--- src/rtl/dmem_port_arbiter.sv ---
// dmem_port_arbiter
// Shares the single data-memory port between the CPU path (port C) and the
// debug/loader path (port D). One transaction is in flight at a time:
// IDLE -> ISSUE (mem_en) -> WAIT (MEM_LAT cycles) -> RESP (rsp_valid) -> IDLE.
// Ties in IDLE are resolved round-robin by default.
// Optional macro ARB_CPU_PRIO_EN: when defined, port C always wins a tie.
//
// Handshake: a request transfers on a rising edge where req_valid and
// req_ready are both high. req_ready is combinational, only ever high in IDLE
// (never during reset), and at most one port sees it. A requester keeps its
// payload stable while valid is high without ready; dropping valid before
// ready cancels the request. rsp_valid is a single-cycle pulse and rsp_rdata
// is qualified by it (writes respond with rsp_rdata = 0).
module dmem_port_arbiter #(
  parameter int ADDR_W  = 11,
  parameter int DATA_W  = 32,
  parameter int MEM_LAT = 1
) (
  input  logic              clk_in,
  input  logic              reset,
  input  logic              c_req_valid,
  input  logic              c_req_we,
  input  logic [ADDR_W-1:0] c_req_addr,
  input  logic [DATA_W-1:0] c_req_wdata,
  output logic              c_req_ready,
  output logic              c_rsp_valid,
  input  logic              d_req_valid,
  input  logic              d_req_we,
  input  logic [ADDR_W-1:0] d_req_addr,
  input  logic [DATA_W-1:0] d_req_wdata,
  output logic              d_req_ready,
  output logic              d_rsp_valid,
  output logic [DATA_W-1:0] rsp_rdata,
  output logic              mem_en,
  output logic              mem_we,
  output logic [ADDR_W-1:0] mem_addr,
  output logic [DATA_W-1:0] mem_wdata,
  input  logic [DATA_W-1:0] mem_rdata,
  output logic              busy,
  output logic [1:0]        dbg_state_o
);

  typedef enum logic [1:0] {
    S_IDLE  = 2'd0,
    S_ISSUE = 2'd1,
    S_WAIT  = 2'd2,
    S_RESP  = 2'd3
  } state_t;

  // MEM_LAT is at most 15, so four bits cover the wait counter.
  localparam int               CNT_W    = 4;
  localparam logic [CNT_W-1:0] LAT_LOAD = CNT_W'(MEM_LAT);
  localparam logic [CNT_W-1:0] CNT_ONE  = CNT_W'(1);

  state_t              state_q, state_d;
  logic [CNT_W-1:0]    cnt_q, cnt_d;
  logic                we_q;
  logic                owner_q;      // 1 = port D owns the transaction
  logic                last_q;       // 1 = port D was granted last
  logic [ADDR_W-1:0]   addr_q;
  logic [DATA_W-1:0]   wdata_q;
  logic [DATA_W-1:0]   rdata_q;
  logic                grant_c, grant_d, accept;
  logic                rdata_capture;

  // Arbitration between the two requesters; only meaningful in IDLE outside reset
  always_comb begin
    grant_c = 1'b0;
    grant_d = 1'b0;
    if (state_q == S_IDLE && !reset) begin
      if (c_req_valid && d_req_valid) begin
`ifdef ARB_CPU_PRIO_EN
        grant_c = 1'b1;
`else
        grant_c = last_q;
        grant_d = !last_q;
`endif
      end else begin
        grant_c = c_req_valid;
        grant_d = d_req_valid;
      end
    end
  end

  assign accept        = grant_c | grant_d;
  assign rdata_capture = (state_q == S_WAIT) && (cnt_q == CNT_ONE);

  // State register
  always_ff @(posedge clk_in) begin
    if (reset) begin
      state_q <= S_IDLE;
    end else begin
      state_q <= state_d;
    end
  end

  // Next-state and wait-counter logic
  always_comb begin
    state_d = state_q;
    cnt_d   = cnt_q;
    case (state_q)
      S_IDLE: begin
        if (accept) state_d = S_ISSUE;
      end
      S_ISSUE: begin
        state_d = S_WAIT;
        cnt_d   = LAT_LOAD;
      end
      S_WAIT: begin
        cnt_d = cnt_q - CNT_ONE;
        if (cnt_q == CNT_ONE) state_d = S_RESP;
      end
      S_RESP: begin
        state_d = S_IDLE;
      end
      default: begin
        state_d = S_IDLE;
      end
    endcase
  end

  // Transaction payload, ownership, round-robin history and response data
  always_ff @(posedge clk_in) begin
    if (reset) begin
      cnt_q   <= '0;
      we_q    <= 1'b0;
      owner_q <= 1'b0;
      last_q  <= 1'b1;
      addr_q  <= '0;
      wdata_q <= '0;
      rdata_q <= '0;
    end else begin
      cnt_q <= cnt_d;
      if (accept) begin
        we_q    <= grant_d ? d_req_we    : c_req_we;
        addr_q  <= grant_d ? d_req_addr  : c_req_addr;
        wdata_q <= grant_d ? d_req_wdata : c_req_wdata;
        owner_q <= grant_d;
        last_q  <= grant_d;
      end
      if (rdata_capture) begin
        rdata_q <= we_q ? '0 : mem_rdata;
      end
    end
  end

  // Outputs decoded from the current state and the latched transaction
  always_comb begin
    c_req_ready = grant_c;
    d_req_ready = grant_d;
    mem_en      = (state_q == S_ISSUE);
    mem_we      = (state_q == S_ISSUE) && we_q;
    mem_addr    = addr_q;
    mem_wdata   = wdata_q;
    c_rsp_valid = (state_q == S_RESP) && !owner_q;
    d_rsp_valid = (state_q == S_RESP) && owner_q;
    rsp_rdata   = rdata_q;
    busy        = (state_q != S_IDLE);
    dbg_state_o = state_q;
  end

endmodule

--- config.mk ---
export PLATFORM = sky130hd
export DESIGN_NAME = dmem_port_arbiter
export DESIGN_NICKNAME = d
export VERILOG_FILES = /design/src/rtl/dmem_port_arbiter.sv
export SDC_FILE = /design/constraint.sdc
export NUM_CORES = 1
export LEC_CHECK = 0
export ABC_AREA = 1
export BUFFER_PORTS_ARGS = -buffer_cell sky130_fd_sc_hd__buf_2
export CAP_MARGIN = 20
export CORE_UTILIZATION = 46
export DETAILED_ROUTE_END_ITERATION = 16
export HOLD_SLACK_MARGIN = 0.06
export PLACE_DENSITY = 0.8
export REMOVE_ABC_BUFFERS = 1
export SYNTH_ARGS = -nofsm -noshare
export SYNTH_HDL_FRONTEND = slang
export SYNTH_SLANG_ARGS = --single-unit
--- constraint.sdc ---
create_clock -name clk_in -period 1.67 [get_ports clk_in]
set_input_delay 0.167 -clock clk_in [delete_from_list [all_inputs] [get_ports clk_in]]
set_output_delay 0.167 -clock clk_in [all_outputs]
set_load 0.01 [all_outputs]
# ---- Word-level counts from Yosys, hierarchy flattened
# Index checks and enable logic that the tools add are counted.
dict set report totals {
  regBits 84
  inputBits 124
  output_inout_bits 84
  elab_cells 41
}
dict set report classes {
  n_addsub 1
  n_eq_ne 6
  n_mux 12
  n_bitwise 1
  reduce_logical 13
}
# cell n
set op_table {}
lappend op_table {{2-to-1 mux 32 bit} 2}
lappend op_table {{2-to-1 mux 11 bit} 1}
lappend op_table {{one-hot mux 2 bit (4 select lines)} 1}
lappend op_table {{one-hot mux 4 bit (2 select lines)} 1}
lappend op_table {{logical AND 1 bit} 6}
lappend op_table {{2-to-1 mux 1 bit} 5}
lappend op_table {{== test 2 bit (second input constant)} 2}
lappend op_table {{== test 4 x 1 -> 1 bit (second input constant)} 1}
lappend op_table {{2-to-1 mux 2 bit} 2}
lappend op_table {{nonzero test 2 bit} 2}
lappend op_table {{subtractor 4 x 1 -> 4 bit (second input constant)} 1}
lappend op_table {{logical NOT 1 bit} 3}
lappend op_table {{== test 2 x 1 -> 1 bit (second input constant)} 1}
lappend op_table {{logical NOT 2 bit} 1}
lappend op_table {{inequality test 2 x 1 -> 1 bit (second input constant)} 1}
lappend op_table {{inequality test 2 bit (second input constant)} 1}
lappend op_table {{AND reduction 2 bit} 1}
lappend op_table {{OR 1 bit} 1}

# ---- Logic depth before layout (Yosys ltp)
# Gate-level depths: netlist (run 1).
dict set report depth {
  ltp_word 6
  mapped_depth 9
  depth_no_buf 8
}

# ---- Worst setup path after synthesis (run 1)
# OpenSTA, ideal clock, no wires.
dict set report synth_path {
  path_type {reg2reg}
  from {register state_q[0], in the netlist dbg_state_o[0]}
  to {register addr_q[10], in the netlist mem_addr[10]}
  setup_time_ps 57
  t_arrival_ps 1499
  t_required_ps 1613
  path_slack_ps 115
  path_stages_with_launch 9
  path_buffers 1
  period_less_slack_ps 1555
  path_cell_list {dfxtp_1 > inv_1 > ha_1 > nand3_2 > clkbuf_1 > nand3_1 > nand3_1 > nand2_1 > inv_1}
}
dict set report synth_via {
  elab_chain_cells 4
  elab_cells_between_ends 6
  cone_classes {3 x mux; 1 x bitwise; 2 x reduce/logical}
}
# element line_no
set synth_rtl {}
lappend synth_rtl {{from (decl)} 55} ;# state_t state_q, state_d;
lappend synth_rtl {{from (signal assigned)} 93} ;# state_q <= state_d;
lappend synth_rtl {{logical NOT 2 bit *} 70} ;# if (state_q == S_IDLE && !reset) begin
lappend synth_rtl {{logical AND 1 bit *} 70}
lappend synth_rtl {{2-to-1 mux 1 bit} 70}
lappend synth_rtl {{2-to-1 mux 11 bit or OR 1 bit (tied branches)} {136, 85}}
lappend synth_rtl {{to (signal assigned)} 136} ;# addr_q <= grant_d ? d_req_addr : c_req_addr;
lappend synth_rtl {{to (decl)} 60} ;# logic [ADDR_W-1:0] addr_q;
# Every way passes the cells marked *; elsewhere a longest branch is shown, timed or not.
# A chain may end at the register's enable or synchronous reset.

# ---- Final worst setup path (run 1)
dict set report layout_path {
  from {register state_q[0], in the netlist dbg_state_o[0]}
  to {output port c_req_ready}
}
dict set report layout_via {
  elab_chain_cells 3
}
# element line_no
set layout_rtl {}
lappend layout_rtl {{logical NOT 2 bit} 70}
lappend layout_rtl {{logical AND 1 bit} 70}
lappend layout_rtl {{2-to-1 mux 1 bit} 70}
lappend layout_rtl {{to (decl)} 25} ;# output logic c_req_ready,
# No other way between the ends.

==> flow_summary.json, run 1 <==
{
  "status": "completed",
  "switchingPower_mw": 2.39,
  "drt_iter0_markers": 213,
  "fin_crit_sh": 0.959,
  "fin_skew_ns": 0.00891,
  "clockBufferDepth": 2,
  "worst_pin_slew_ns": 0.338,
  "rows": 34,
  "chipHeight_um": 97.0,
  "finalHoldViolations": 0,
  "dieArea_um2": 9410,
  "drc_errors": 0,
  "overflow": 0,
  "synth.area.top_cells": "dfxtp_1, nand2_1, nand3_1, inv_1, nand4_1",
  "power_density_nw_per_um2": 1160,
  "htree_levels": 3,
  "cts_sinks": 84,
  "clk_latency_ns": 0.34,
  "layout.nets": 950,
  "antennaDiodeCount": 0,
  "final_cells": 932,
  "hpwl_um": 8860,
  "syn_avg_cell_area_um2": 6.74,
  "synth_cells": 616,
  "core-area_um2": 8720,
  "routed-via-count": 4739,
  "cp-end-kind": "output pin",
  "setup_ws_ns": 0.0681,
  "cts.reportedPaths.clkPinSlew_ns": 0.09,
  "crit_fanout": 4,
  "routed_via_density": 5.08,
  "max_freq_mhz": 624,
  "mostFrequentLayoutCell": "buf_2",
  "synth_warnings": 0,
  "synthDistinctLibCells": 22,
  "setup_viol": 0,
  "grt_pass1_vias": 4500,
  "wl_um": 12500,
  "multiInputGateArea_um2": 1830,
  "yosys.area.top_type_share": 0.405,
  "final_cell_mix": "buf_2, nand2_1, inv_1, nand3_1, dfxtp_1",
  "ys_ff_latch": 84,
  "grt_pass1_wl_um": 20600,
  "yosysTopAreaCell": "dfxtp_1",
  "firstDrtPassIters": 5,
  "fin_util": 0.647,
  "hp-class": "primary input to register",
  "cp.required_ns": 1.50,
  "ant_nets": 0,
  "syn_area_um2": 4150,
  "cts-root-buf": "clkbuf_8",
  "grt_max_degree": 65,
  "p_clk_frac": 0.224,
  "cts_tree": "yes",
  "dp_slack_ns": 0.0804,
  "cp-start-kind": "register",
  "fillers": 779,
  "holdWs_ns": 0.101,
  "p_seq_frac": 0.386,
  "switching_share": 0.367,
  "arrival_ns": 1.43,
  "io_buffers": 207,
  "synth-seq-area-share": 0.405,
  "wl_per_cell_um": 13.4,
  "maxCapViolCount": 0,
  "grt_usage": 0.263,
  "fin_crit_ns": 1.60,
  "finalMaxSlewViolations": 0,
  "leakage_nw": 3.26,
  "power.internal_mw": 4.14,
  "grt_antenna_before_repair": 0,
  "crit_type": "register to output pin",
  "setup_tns_ns": 0,
  "p_comb_frac": 0.389,
  "relSlewSlack": 0.775,
  "vdd_ir_drop_max_mv": 0.563,
  "drive_above_1_share": 0.317,
  "cts_buffers": 9,
  "syn_to_final_growth_pct": 35.9,
  "regArea_um2": 1680,
  "place_congestion": 0.867,
  "dieWidth_um": 97.0,
  "pin_count": 208,
  "initial_utilization": 0.476,
  "place_inst": 907
}
## final timing paths
check	start	to	slack, ns	cells past startpoint
max reg2reg	dbg_state_o[0]$_SDFFE_PP0P_	dbg_state_o[0]$_SDFFE_PP0P_	0.12	8
max	dbg_state_o[0]$_SDFFE_PP0P_	c_req_ready	0.07	7
min reg2reg	cnt_q[1]$_SDFFE_PP0P_	cnt_q[1]$_SDFFE_PP0P_	0.49	2
min	d_req_wdata[19]	mem_wdata[19]$_SDFFE_PP0P_	0.10	5
## worst max-delay path, stage by stage (launching register included)
cell and delay (ns):
dfxtp_1 0.33, inv_2 0.09, ha_4 0.17, inv_1 0.08, nor2_4 0.14, nand3_2 0.09, inv_2 0.08, buf_2 0.12
## layout make-up
cell class | count | share of cell area
flip-flops and latches | 84 | 0.298
clock buffers | 11 | 0.0251
clock inverters | 5 | 0.0109
well taps | 108 | 0.0240
multi-input cells | 364 | 0.324
inverters | 125 | 0.0836
repair buffers | 235 | 0.235
## routing by layer
metal  up-vias  global-route usage  routed length (um)
met5         -                   0                   0
met4         0               0.114                 331
met3        28              0.0650                1120
met2       227               0.465                6300
met1      2123               0.300                4730
li1       2361                   -                   -
## metrics by stage
stage / area [um^2] / power, mW
4_1_cts: 5590 / 6.52
6_report: 5640 / 6.53
2_1_floorplan: 3960 / 3.95
3_3_place_gp: 5330 / 4.87
5_1_grt: 5640 / 6.97
3_5_place_dp: 5330 / 4.96
## cells in the mapped netlist, drive strengths merged
cell type and n:
a21oi 38, and3 2, buf 22, clkbuf 21, dfxtp 84, ha 7
inv 125, nand2 131, nand3 96, nand4 44, nor2 9, nor3 34
o211ai 1, o21a 1, o21ai 1
## state kept, by name (all words and copies together) (netlist names)
signal and flops:
cnt_q 4, mem_addr 11, rsp_rdata 32, dbg_state_o 2
we_q 1, owner_q 1, last_q 1, mem_wdata 32
## cells by family (layout without fill, tap and decap cells)
kind of cell,Yosys count,after routing,synth area share
AND/OR/NAND/NOR,316,316,0.362
AO/OA/AOI/OAI,41,41,0.0506
flip-flops,84,84,0.405
adder cells (fa/ha/maj),7,7,0.0211
buffers and inverters,168,376,0.161
## power by group through the flow
| stage | logic, mW | registers (mW) | clock network (mW) |
|---|---|---|---|
| 3_3_place_gp | 2.32 | 2.55 | 0 |
| 3_5_place_dp | 2.39 | 2.56 | 0 |
| 4_1_cts | 2.49 | 2.52 | 1.51 |
| 6_report | 2.54 | 2.52 | 1.47 |
| 5_1_grt | 2.81 | 2.57 | 1.60 |
| 2_1_floorplan | 1.26 | 2.70 | 0 |
## repair_timing
| item | 4_1_cts | 5_1_grt |
|---|---|---|
| setup endpoints to repair | 2 | 7 |
| gates cloned | 1 | 0 |
| setup buffers | 2 | 6 |
| pin swaps | 2 | 3 |
| gates resized for setup | 4 | 3 |
| hold buffers | 0 | 0 |
Power figures use the tool's default switching activity.
==> run 2: changes to the inputs <==
--- a/config.mk
+++ b/config.mk
@@ -5,13 +5,12 @@
 export SDC_FILE = /design/constraint.sdc
 export NUM_CORES = 1
 export LEC_CHECK = 0
-export ABC_AREA = 1
 export BUFFER_PORTS_ARGS = -buffer_cell sky130_fd_sc_hd__buf_2
 export CAP_MARGIN = 20
-export CORE_UTILIZATION = 46
+export CORE_UTILIZATION = 45
 export DETAILED_ROUTE_END_ITERATION = 16
 export HOLD_SLACK_MARGIN = 0.06
-export PLACE_DENSITY = 0.8
+export PLACE_DENSITY = 0.81
 export REMOVE_ABC_BUFFERS = 1
 export SYNTH_ARGS = -nofsm -noshare
 export SYNTH_HDL_FRONTEND = slang
==> flow_summary.json, run 2 <==
{
  "status": "completed",
  "power_density_nw_per_um2": 1190,
  "syn_to_final_growth_pct": 39.9,
  "grt_pass1_vias": 3917,
  "layout.nets": 786,
  "finalHoldViolations": 0,
  "synth_top_cells_by_count": "dfxtp_1, o21ai_0, a31oi_1, nand3_1, nand4_1",
  "critPathMaxStageDelay_ns": 0.33,
  "htree_levels": 3,
  "synth.area.top_cells": "dfxtp_1, a31oi_1, nand4_1, nand3b_1, o21ai_0",
  "setup_ws_ns": 0.0449,
  "hpwl_um": 8110,
  "core-area_um2": 8220,
  "cts-root-buf": "clkbuf_8",
  "setup_viol": 0,
  "drive_above_1_share": 0.397,
  "yosys.area.top_type_share": 0.438,
  "finalPower_mw": 6.36,
  "grt_pass1_wl_um": 18200,
  "setup_tns_ns": 0,
  "overflow": 0,
  "clockBufferDepth": 2,
  "chipHeight_um": 94.3,
  "cp-end-kind": "output pin",
  "grt_setup_unrepaired": "true",
  "slowest_stage": "dfxtp_2",
  "synth_edf_count": 0,
  "grt_usage": 0.258,
  "fillers": 698,
  "crit_fanout": 4,
  "worst_pin_slew_ns": 0.572,
  "mostFrequentLayoutCell": "buf_2",
  "vdd_ir_drop_max_mv": 0.619,
  "maxCapViolCount": 0,
  "cts.reportedPaths.clkPinSlew_ns": 0.09,
  "postLayoutCellArea_um2": 5370,
  "dieArea_um2": 8900,
  "leakage_nw": 2.31,
  "routed-via-count": 4376,
  "fin_crit_sh": 0.973,
  "ys.flop_type": "dfxtp_1",
  "final_cell_mix": "buf_2, dfxtp_1, o21ai_0, nand3_1, a31oi_1",
  "dieWidth_um": 94.3,
  "yosysMostFrequentCell": "dfxtp_1",
  "fin_skew_ns": 0.0175,
  "yosysTopAreaCell": "dfxtp_1",
  "synthDistinctLibCells": 33,
  "rows": 33,
  "relSlewSlack": 0.619,
  "cts_sinks": 84,
  "pin_count": 208,
  "hp-class": "primary input to register",
  "wl_per_cell_um": 15.7,
  "firstDrtPassIters": 4,
  "ant_nets": 0,
  "cp.required_ns": 1.50,
  "synth-seq-area-share": 0.438,
  "crit_chain": "inv_2 > ha_4 > nor2b_4 > buf_12 > and3_4 > buf_6",
  "wl_um": 12000,
  "crit_type": "register to output pin",
  "max_freq_mhz": 615,
  "antennaDiodeCount": 0,
  "ys_async_sr_fraction": 0,
  "grt_max_degree": 55,
  "finalMaxSlewViolations": 0,
  "initial_utilization": 0.467,
  "place_congestion": 0.776,
  "routed_via_density": 5.72,
  "place_area_um2": 4990,
  "clk_latency_ns": 0.34,
  "syn_avg_cell_area_um2": 8.29,
  "fin_util": 0.653,
  "drc_errors": 0,
  "cts_buffers": 9,
  "synth_cells": 463,
  "grt_antenna_before_repair": 0,
  "cts_tree": "yes",
  "drt_iter0_markers": 201,
  "ys_ff_latch": 84,
  "fin_crit_ns": 1.63,
  "syn_area_um2": 3840,
  "dp_slack_ns": 0.0463,
  "synth_warnings": 0,
  "io_buffers": 207,
  "arrival_ns": 1.46,
  "cp-start-kind": "register"
}
## run 2: changes by cell type in the layout (fill, tap and decap cells not counted), moves of 34 or more
cell | before | now
nand3_1 | 92 | 45
nand2_1 | 131 | 33
o21ai_0 | 1 | 46
inv_1 | 121 | 4
a31oi_1 | 0 | 45
nor3_1 | 34 | 0
## run 2: logic make-up (layout without fill, tap and decap cells)
logic type	Yosys count	in the layout	synth area share
simple gates	177	177	0.266
buf+inv	60	257	0.0724
compound gates	134	134	0.198
fa+ha+maj	7	7	0.0228
flops	84	84	0.438
mux	1	1	0.00261
## run 2: final timing paths
| path | cells after the start | end | startpoint | slack (ns) |
|---|---|---|---|---|
| worst max-delay path | 6 | c_req_ready | dbg_state_o[1]$_SDFFE_PP0P_ | 0.04 |
| worst min-delay path | 3 | rsp_rdata[14]$_SDFFE_PP0P_ | mem_rdata[14] | 0.08 |
| worst min register to register | 2 | rsp_rdata[27]$_SDFFE_PP0P_ | rsp_rdata[27]$_SDFFE_PP0P_ | 0.45 |
| worst max register to register | 8 | mem_wdata[25]$_SDFFE_PP0P_ | dbg_state_o[1]$_SDFFE_PP0P_ | 0.08 |
## run 2: repair_timing
item / CTS / global route
setup endpoints to repair: 2 / 21
hold buffers: 0 / 0
pin swaps: 0 / 4
buffers inserted: 5 / 2
gates cloned: 2 / 0
gates resized for setup: 10 / 1
## run 2: area by class of cell
type / count / area, um^2 / area share
multi-input cells: 319 / 1900 / 0.355
flip-flops and latches: 84 / 1690 / 0.314
repair buffers: 235 / 1390 / 0.260
clock buffers: 10 / 138 / 0.0256
well taps: 105 / 131 / 0.0245
clock inverters: 6 / 87.6 / 0.0163
inverters: 6 / 25.0 / 0.00466
## run 2: routing by layer
| metal | routed length [um] | vias up | track usage |
|---|---|---|---|
| met5 | 0 | - | 0 |
| met4 | 157 | 0 | 0.0872 |
| met3 | 1180 | 17 | 0.0580 |
| met2 | 5850 | 250 | 0.455 |
| met1 | 4820 | 2023 | 0.307 |
| li1 | - | 2086 | - |
## run 2: where the power goes
part | switching, mW | internal (mW) | leakage [nW] | total [mW]
clock | 0.731 | 0.884 | 0.116 | 1.62
sequential | 0.147 | 2.27 | 0.684 | 2.41
combinational | 1.25 | 1.09 | 1.51 | 2.34
total | 2.13 | 4.24 | 2.31 | 6.36
## run 2: metrics by stage
| step | instances | hold WS, ns |
|---|---|---|
| floorplan | 409 | 0.236 |
| global placement | 740 | 0.434 |
| detailed placement | 740 | 0.441 |
| CTS | 763 | 0.0608 |
| global route | 765 | 0.0687 |
| finish | 765 | 0.0773 |
## run 2: critical path: cells and delay by family, from the launching register on
| family | cells | cell delay (ns) |
|---|---|---|
| DFF | 1 | 0.33 |
| and+or+nand+nor | 2 | 0.35 |
| buffers and inverters | 3 | 0.31 |
| adders and majority gates | 1 | 0.14 |
==> run 3: changes to the inputs <==
==> constraint.sdc (replaced) <==
create_clock -name clk_in -period 1.67 [get_ports clk_in]
set_input_delay 0.0835 -clock clk_in [delete_from_list [all_inputs] [get_ports clk_in]]
set_output_delay 0.0835 -clock clk_in [all_outputs]
set_load 0.01 [all_outputs]
==> flow_summary.json, run 3 (synthesis results as in run 2) <==
{
  "fin_skew_ns": 0.0124,
  "critPathTopFamily": "buffers and inverters",
  "power_density_nw_per_um2": 994,
  "ant_nets": 0,
  "grtUsageMet3": 0.0974,
  "crit_type": "register to register",
  "place_area_um2": 4950,
  "grt_most_used_layer": "met2",
  "setup_viol": 2,
  "cts_buffers": 9,
  "vdd_ir_drop_max_mv": 0.625,
  "grt_antenna_before_repair": 1,
  "io_buffers": 207,
  "drt_iter0_markers": 410,
  "clockBufferDepth": 2,
  "crit_chain": "inv_2 > ha_1 > nor2b_4 > buf_4 > bufbuf_16 > nand4_1 > a31oi_1",
  "met2_usage": 0.559,
  "cts.reportedPaths.clkPinSlew_ns": 0.09,
  "initial_utilization": 0.467,
  "postLayoutCellArea_um2": 6470,
  "final_cell_mix": "buf_2, dlygate4sd3_1, dfxtp_1, o21ai_0",
  "setup_ws_ns": -0.0141,
  "setup_tns_ns": -0.0148,
  "finalPower_mw": 6.43,
  "mostFrequentLayoutCell": "buf_2",
  "drive_above_1_share": 0.330,
  "htree_levels": 3,
  "clk_latency_ns": 0.34,
  "fin_crit_ns": 1.68,
  "pin_count": 208,
  "fin_crit_sh": 1.01,
  "overflow": 0,
  "dieArea_um2": 8900,
  "leakage_nw": 2.77,
  "grt_setup_unrepaired": "true",
  "maxCapViolCount": 0,
  "status": "complete, but fails checks",
  "cts_tree": "yes",
  "cts-root-buf": "clkbuf_8",
  "cp.required_ns": 1.94,
  "syn_to_final_growth_pct": 68.7,
  "relSlewSlack": 0.315,
  "use_met1": 0.392,
  "critical_path_buf_inv_count": 3,
  "finalMaxSlewViolations": 0,
  "dp_slack_ns": 0.00149,
  "grt_max_degree": 79,
  "grt_usage": 0.342,
  "finalHoldViolations": 0,
  "place_congestion": 0.796,
  "wl_um": 15800,
  "drc_errors": 0,
  "grt_pass1_wl_um": 23800,
  "grt_pass1_vias": 5001,
  "slowest_stage": "dfxtp_2",
  "rows": 33,
  "hpwl_um": 7910,
  "cp-start-kind": "register",
  "chipHeight_um": 94.3,
  "arrival_ns": 1.95,
  "dieWidth_um": 94.3,
  "cp-end-kind": "register",
  "routed_via_density": 5.93,
  "wl_per_cell_um": 17.9,
  "crit_fanout": 26,
  "cts_sinks": 84,
  "max_freq_mhz": 594,
  "routed-via-count": 5222,
  "failed_checks": "setup timing",
  "firstDrtPassIters": 8,
  "worst_pin_slew_ns": 1.03,
  "fin_util": 0.787,
  "layout.nets": 901,
  "core-area_um2": 8220,
  "critPathMaxStageDelay_ns": 0.35,
  "hp-class": "primary input to register"
}
==> run 3: changes by cell type in the layout (fill, tap and decap cells not counted), sizes merged <==
cell | previous run | this run
buf | 233 | 228
bufinv | 2 | 1
clkinv | 4 | 1
clkinvlp | 0 | 1
diode | 0 | 1
dlygate4sd3 | 0 | 120
inv | 6 | 9
==> run 3: layout make-up <==
| cell class | count | area, um^2 |
|---|---|---|
| well taps | 105 | 131 |
| diodes | 1 | 2.50 |
| clock buffers | 10 | 138 |
| repair buffers | 350 | 2530 |
| multi-input cells | 319 | 1890 |
| inverters | 6 | 22.5 |
| flip-flops and latches | 84 | 1690 |
| fillers | 486 | 1750 |
| clock inverters | 6 | 68.8 |
==> run 3: what timing repair did <==
item / in CTS / in global routing
resized for setup: 4 / 1
pin swaps: 1 / 1
cloned: 2 / 0
hold buffers: 120 / 0
buffers inserted: 4 / 1
endpoints found under the hold margin: 76 / 0
setup endpoints to repair: 2 / 15
==> run 3: metal layers <==
metal,up-vias,wire length (um)
li1,2326,-
met1,2370,5770
met2,441,7260
met3,85,1990
met4,0,755
met5,-,0
==> run 3: worst register-to-register path: cells and delay by family, from the launching register on <==
kind | cells | cell delay, ns
DFF | 1 | 0.35
buffers and inverters | 3 | 0.57
adders and majority gates | 1 | 0.16
and+or+nand+nor | 2 | 0.33
AOI/OAI and AO/OA | 1 | 0.21
==> run 3: metrics by stage <==
step,hold slack [ns],instances
2_1_floorplan,0.153,409
3_3_place_gp,0.354,737
3_5_place_dp,0.360,737
4_1_cts,0.0714,879
5_1_grt,0.0853,881
6_report,0.0839,881
==> run 3: worst paths after layout <==
path | depth (start not counted) | start | end | slack [ns]
hold reg to reg | 2 | rsp_rdata[20]$_SDFFE_PP0P_ | rsp_rdata[20]$_SDFFE_PP0P_ | 0.46
setup / recovery | 7 | dbg_state_o[1]$_SDFFE_PP0P_ | mem_wdata[7]$_SDFFE_PP0P_ | -0.01
setup reg to reg | 7 | dbg_state_o[1]$_SDFFE_PP0P_ | mem_wdata[7]$_SDFFE_PP0P_ | -0.01
hold / removal | 2 | reset | cnt_q[0]$_SDFFE_PP0P_ | 0.08
==> run 3: power breakdown <==
group	total [mW]	switching (mW)	internal (mW)
Combinational	2.50	1.33	1.16
Clock	1.51	0.762	0.746
Sequential	2.43	0.166	2.26
Total	6.43	2.26	4.17
